[src/rtl/rv_fetch_ctrl.sv]
// Instruction fetch controller: issues one word fetch at a time, pushes the returned
// halfwords into the fetch buffer and handles redirects (flush) and buffer back-pressure.
module rv_fetch_ctrl #(
    parameter int unsigned                     IADDR_SPACE_BITS = 16,
    parameter logic [IADDR_SPACE_BITS-1:0]     RESET_ADDR       = '0
) (
    input  logic                            i_clk,
    input  logic                            i_reset_n,
    input  logic                            i_flush,
    input  logic [IADDR_SPACE_BITS-1:1]     i_pc_target,
    input  logic                            i_buf_full,
    output logic                            o_instr_req,
    output logic [IADDR_SPACE_BITS-1:2]     o_instr_addr,
    input  logic                            i_instr_ack,
    input  logic                            i_instr_rvalid,
    input  logic [31:0]                     i_instr_rdata,
    output logic [15:0]                     o_data_lo,
    output logic [15:0]                     o_data_hi,
    output logic                            o_push_single,
    output logic                            o_push_double,
    output logic                            o_buf_reset_n,
    output logic [IADDR_SPACE_BITS-1:1]     o_pc
);

    typedef enum logic [2:0] {
        ST_RESET,
        ST_REQ,
        ST_WAIT,
        ST_IDLE,
        ST_DISCARD
    } state_t;

    localparam logic [IADDR_SPACE_BITS-3:0] WORD_ONE = 1;

    state_t                          r_state;
    state_t                          w_state_nxt;
    logic [IADDR_SPACE_BITS-1:1]     r_fetch_pc;
    logic [IADDR_SPACE_BITS-1:1]     w_fetch_pc_nxt;
    logic [IADDR_SPACE_BITS-1:2]     w_word_inc;
    logic                            w_push;
    logic                            w_resume_state_req;

    always_ff @(posedge i_clk) begin
        if (!i_reset_n) begin
            r_state    <= ST_RESET;
            r_fetch_pc <= RESET_ADDR[IADDR_SPACE_BITS-1:1];
        end else begin
            r_state    <= w_state_nxt;
            r_fetch_pc <= w_fetch_pc_nxt;
        end
    end

    assign w_word_inc         = r_fetch_pc[IADDR_SPACE_BITS-1:2] + WORD_ONE;
    assign w_resume_state_req = !i_buf_full;

    // Next-state and fetch address; flush overrides any push in the same cycle.
    always_comb begin
        w_state_nxt    = r_state;
        w_fetch_pc_nxt = r_fetch_pc;
        w_push         = 1'b0;

        if (i_flush) begin
            w_fetch_pc_nxt = i_pc_target;
            unique case (r_state)
                ST_RESET, ST_IDLE: begin
                    w_state_nxt = w_resume_state_req ? ST_REQ : ST_IDLE;
                end
                ST_REQ: begin
                    if (i_instr_ack) begin
                        w_state_nxt = ST_DISCARD;
                    end else begin
                        w_state_nxt = w_resume_state_req ? ST_REQ : ST_IDLE;
                    end
                end
                ST_WAIT: begin
                    w_state_nxt = i_instr_rvalid ? ST_REQ : ST_DISCARD;
                end
                ST_DISCARD: begin
                    w_state_nxt = i_instr_rvalid ? ST_REQ : ST_DISCARD;
                end
                default: begin
                    w_state_nxt = ST_RESET;
                end
            endcase
        end else begin
            unique case (r_state)
                ST_RESET: begin
                    w_state_nxt = w_resume_state_req ? ST_REQ : ST_IDLE;
                end
                ST_REQ: begin
                    if (i_instr_ack) begin
                        w_state_nxt = ST_WAIT;
                    end
                end
                ST_WAIT: begin
                    if (i_instr_rvalid) begin
                        w_push         = 1'b1;
                        w_fetch_pc_nxt = {w_word_inc, 1'b0};
                        w_state_nxt    = ST_IDLE;
                    end
                end
                ST_IDLE: begin
                    if (w_resume_state_req) begin
                        w_state_nxt = ST_REQ;
                    end
                end
                ST_DISCARD: begin
                    if (i_instr_rvalid) begin
                        w_state_nxt = ST_REQ;
                    end
                end
                default: begin
                    w_state_nxt = ST_RESET;
                end
            endcase
        end
    end

    // Outputs are gated by i_reset_n because the state register only resets on the edge.
    always_comb begin
        o_instr_req   = 1'b0;
        o_push_single = 1'b0;
        o_push_double = 1'b0;
        o_data_lo     = '0;
        o_data_hi     = '0;
        o_instr_addr  = r_fetch_pc[IADDR_SPACE_BITS-1:2];
        o_buf_reset_n = i_reset_n & !i_flush & (r_state != ST_RESET);
        o_pc          = i_pc_target;

        if (!i_reset_n || r_state == ST_RESET) begin
            o_pc = RESET_ADDR[IADDR_SPACE_BITS-1:1];
        end

        if (i_reset_n) begin
            o_instr_req = (r_state == ST_REQ);
            if (w_push) begin
                o_data_hi = i_instr_rdata[31:16];
                if (r_fetch_pc[1]) begin
                    o_push_single = 1'b1;
                end else begin
                    o_push_double = 1'b1;
                    o_data_lo     = i_instr_rdata[15:0];
                end
            end
        end
    end

endmodule

[config.mk]
export PLATFORM = sky130hd
export DESIGN_NAME = rv_fetch_ctrl
export DESIGN_NICKNAME = d
export VERILOG_FILES = /design/src/rtl/rv_fetch_ctrl.sv
export SDC_FILE = /design/constraint.sdc
export NUM_CORES = 1
export LEC_CHECK = 0
export CAP_MARGIN = 10
export CORE_UTILIZATION = 30
export CTS_CLUSTER_SIZE = 30
export DETAILED_ROUTE_END_ITERATION = 12
export PLACE_DENSITY = 0.83
export SLEW_MARGIN = 10
export SYNTH_ARGS = -nofsm -noshare
export SYNTH_HDL_FRONTEND = slang
export SYNTH_SLANG_ARGS = --single-unit
[constraint.sdc]
create_clock -name i_clk -period 2.5 [get_ports i_clk]
set_clock_uncertainty 0.2 [all_clocks]
set_input_delay 0.25 -clock i_clk [delete_from_list [all_inputs] [get_ports i_clk]]
set_output_delay 0.25 -clock i_clk [all_outputs]
set_load 0.01 [all_outputs]
# [Word level (Yosys, flattened, before mapping)]
# Index checks and enable logic that the tools add are counted.
[classes] n_addsub=1 n_reduce_logical=11 muxes=29 bitwise=2 eq_ne=8
[op_table] operator="2-to-1 mux 16 bit" n=5
[op_table] operator="2-to-1 mux 15 bit" n=4
[op_table] operator="2-to-1 mux 3 bit" n=7
[op_table] operator="case mux 3 bit (5 select lines)" n=1
[op_table] operator="adder 14 x 1 -> 14 bit, second input constant" n=1
[op_table] operator="!= test 3 bit, second input constant" n=4
[op_table] operator="2-to-1 mux 1 bit" n=10
[op_table] operator="case mux 3 bit (3 select lines)" n=1
[op_table] operator="equality test 3 x 2 -> 1 bit, second input constant" n=2
[op_table] operator="AND reduction 4 bit" n=1
[op_table] operator="nonzero test 2 bit" n=2
[op_table] operator="OR reduction 2 bit" n=2
[op_table] operator="equality test 3 x 1 -> 1 bit, second input constant" n=1
[op_table] operator="equality test 3 bit, second input constant" n=1
[op_table] operator="logical NOT 3 bit" n=1
[op_table] operator="nonzero test 3 bit" n=1
[op_table] operator="bitwise AND 1 bit" n=2
[op_table] operator="logical NOT 1 bit" n=2
[op_table] operator="2-to-1 mux 2 bit" n=1
[op_table] operator="AND reduction 2 bit" n=1
[op_table] operator="logical OR 1 bit" n=1
[word_totals] elab_cells=53 out_inout_bits=65 in_bits=53 regBits=18

# [Logic depth before layout (Yosys ltp)]
# Gate-level depths: netlist of run 1.
[depth] word_depth=5 depth_mapped=6 ltp_nobuf=5

# [Worst setup path before layout of run 1]
# No wires, ideal clock.
[synth_timing] path_kind="reg2out" start="register r_state[1]" end="output o_data_lo[10]" stages_incl_launch_ff=7 path_slack_ps=384 required_time_ps=2050 arrival_ps=1666 path_cell_list="dfxtp_1 and4bb_2 and3_1 buf_2 nor2b_1 buf_2 and2_1"
[synth_between] elab_chain_len=5
[synth_lines] element="start: declaration" line_no="35" text="state_t r_state;"
[synth_lines] element="start signal: assignment" line_no="48" text="r_state <= w_state_nxt;"
[synth_lines] element="equality test 3 x 2 -> 1 bit" line_no="86" text="unique case (r_state)"
[synth_lines] element="2-to-1 mux 1 bit" line_no="86"
[synth_lines] element="2-to-1 mux 1 bit" line_no="62" text="if (i_flush) begin"
[synth_lines] element="2-to-1 mux 16 bit" line_no="136" text="if (w_push) begin"
[synth_lines] element="2-to-1 mux 16 bit" line_no="134" text="if (i_reset_n) begin"
[synth_lines] element="end: declaration" line_no="17" text="output logic [15:0] o_data_lo,"
# No other way between the ends.

# [Worst setup path after layout of run 1]
[layout_timing] start="input i_instr_rvalid" end="output o_data_lo[14]"
[layout_between] elab_chain_len=5
[layout_lines] element="start: declaration" line_no="15" text="input logic i_instr_rvalid,"
[layout_lines] element="2-to-1 mux 1 bit" line_no="96" text="if (i_instr_rvalid) begin"
[layout_lines] element="2-to-1 mux 1 bit" line_no="86"
[layout_lines] element="2-to-1 mux 1 bit" line_no="62"
[layout_lines] element="2-to-1 mux 16 bit" line_no="136"
[layout_lines] element="2-to-1 mux 16 bit" line_no="134"
# No other way between the ends.

==> results of run 1 <==
## routing by layer
layer / track usage [%] / up-vias
met4: 3.77 / 0
met3: 2.98 / 2
li1: - / 926
met5: 0 / -
met2: 31.9 / 72
met1: 20.2 / 819
## timing repair
item | 4_1_cts | 5_1_grt
hold buffers | 0 | 0
endpoints found under the setup margin | 16 | 18
resized for setup | 16 | 19
buffers inserted | 0 | 2
## cell families (layout without fill, tap and decap cells)
family / Yosys count / in the layout / share of synthesized area, %
buffers and inverters: 31 / 141 / 12.0
multiplexers: 1 / 1 / 0.637
adder cells (fa/ha/maj): 1 / 1 / 0.797
AO/OA/AOI/OAI: 40 / 40 / 15.9
XOR/XNOR: 10 / 10 / 5.58
AND/OR/NAND/NOR: 107 / 107 / 42.2
flip-flops: 18 / 18 / 22.9
## worst paths after layout
kind / slack, ns / endpoint / depth (start not counted) / start
worst max-delay path: 0.13 / o_data_lo[14] / 7 / i_instr_rvalid
worst min-delay path: 0.30 / r_fetch_pc[1]$_SDFFE_PN0P_ / 2 / r_fetch_pc[1]$_SDFFE_PN0P_
worst min register to register: 0.30 / r_fetch_pc[1]$_SDFFE_PN0P_ / 2 / r_fetch_pc[1]$_SDFFE_PN0P_
worst max register to register: 0.39 / r_fetch_pc[14]$_SDFFE_PN0P_ / 5 / r_fetch_pc[3]$_SDFFE_PN0P_
## power by group
group          internal [mW]  leakage (nW)  total (mW)  switching, mW
Clock                  0.140        0.0288       0.245          0.105
Combinational          0.240          1.29       0.395          0.155
Sequential             0.310         0.149       0.332         0.0216
## worst register-to-register path: stages, from the launching register on
cell and delay, ns:
dfxtp_1 0.45, ha_1 0.25, nand2_1 0.12, or3_4 0.35, or4_1 0.50, a31oi_1 0.18
## sequential cells by signal (all words and copies together), names as in the netlist
signal and count:
r_state 3, r_fetch_pc 15
## layout make-up
type / count / area share, %
well taps: 67 / 2.93
flip-flops and latches: 18 / 12.6
clock buffers: 4 / 1.92
inverters: 3 / 0.394
multi-input cells: 159 / 35.7
repair buffers: 134 / 46.4
## layout by cell type, fill, tap and decap left out, types with 6 or more instances in the layout
master	instances
nand2_1	10
a21oi_1	11
nor3b_1	6
xnor2_1	8
and2_1	49
nor3_1	6
dlygate4sd2_1	16
buf_4	16
o21ai_0	12
clkdlybuf4s50_1	83
dlymetal6s2s_1	18
dfxtp_1	18
## per-stage QoR
stage               cells  hold slack (ns)  area (um2)  TNS [ns]
floorplan             208            0.188        1570         0
global placement      379            0.278        2760     -1.54
detailed placement    379            0.289        2760     -1.68
CTS                   383            0.300        2800         0
global route          385            0.356        2860         0
finish                385            0.297        2860         0
==> out/metrics.yaml, run 1 <==
grt_usage_pct: 17.0
run_status: "complete, no violations"
antenna_found_initial: 0
worst-setup-path-type: "input port to output pin"
max-slew-margin-rel_pct: 71.8
slowest_delay_ns: 0.47
final_max_slew_viol_count: 0
cts_buffer_depth: 2
crit_fanout: 17
wl_per_cell_um: 13.7
final_nets: 373
synthFlopType: "dfxtp_1"
vias_per_cell: 4.72
grt_overflow: 0
wl_met3_um: 391
core-area_um2: 4880
met1_length_um: 2140
place_hpwl_um: 4080
die_h_um: 74.3
startpoint_type: "input port"
worst_ir_drop_vdd_mv: 0.271
synth_commonest_cells: "and2_1, dfxtp_1, buf_4, o21ai_0, a21oi_1"
die_w_um: 74.3
synth_top_area_share_pct: 22.9
hold_viol_final: 0
clk_pin_slew_worst_paths_ns: 0.07
synth_area_um2: 1570
hp-class: "flip-flop to flip-flop"
post-route-util_pct: 58.6
start_util_pct: 32.2
synth_nets: 262
routed-via-count: 1819
grt_pass1_wl_um: 7330
regArea_um2: 360
power.total_uw: 972
ys_ff_latch: 18
rows: 25
drive_above_1_share_pct: 8.49
ys_async_sr_fraction_pct: 0
maxCapViolCount: 0
fillers: 456
worstMarginPinSlew_ns: 0.419
p_per_area_nw_per_um2: 340
period_needed_ns: 2.37
required_ns: 2.05
setup_violations: 0
syn_avg_cell_area_um2: 7.55
rsz0062_at_grt: "no"
p_leak_nw: 1.47
firstDrtPassIters: 4
grt_max_degree: 31
cts_sinks: 18
setup_slack_ns: 0.127
htreeDepth: 1
port_buffers: 117
ctsRootBufferMaster: "clkbuf_8"
cts_tree: "built"
path_cells: "clkdlybuf4s50_1 -> and4bb_2 -> and3_1 -> nor2b_1 -> buf_4 -> and2_1 -> dlygate4sd2_1"
num_io_pins: 118
met2_wirelength_um: 2720
detail_route.iter0.violations: 65
n_antenna_cell: 0
yosys.area.top_type: "dfxtp_1"
place_congestion: 0.744
insertion_delay_ns: 0.26
max_freq_mhz: 421
drt_wl_total_um: 5260
cp_slowest_cell: "clkdlybuf4s50_1"
synth_cell_types: 38
post-route-drc-count: 0
synth_edf_count: 0
pre_cts_ws_ns: -0.133
drtAntennaViolNets: 0
netlist_instances: 208
yosysWarnings: 0
area_growth_pct: 82.2
dr.max_layer_used: "met4"
crit_buf_inv: 3
yosysMostFrequentCell: "and2_1"
yosysSeqAreaShare_pct: 22.9
dieArea_um2: 5530
grt_pass1_vias: 1545
netlist_top_cells_area: "dfxtp_1, and2_1, buf_4"
fin_crit_sh_pct: 94.9
critPathTopFamily: "buffers and inverters"
arrival_ns: 1.92
crit_path_end_kind: "output pin"
multiInputGateArea_um2: 1020
cts_made_buffers: 3
No activity file was read; power rests on OpenSTA's default activity.
==> inputs of run 2 (changes only) <==
--- a/config.mk
+++ b/config.mk
@@ -5,7 +5,7 @@
 export SDC_FILE = /design/constraint.sdc
 export NUM_CORES = 1
 export LEC_CHECK = 0
-export CAP_MARGIN = 10
+export CAP_MARGIN = 0
 export CORE_UTILIZATION = 30
 export CTS_CLUSTER_SIZE = 30
 export DETAILED_ROUTE_END_ITERATION = 12
==> results of run 2 <==
The final DEF is identical to that of run 1; final timing and power are the same.
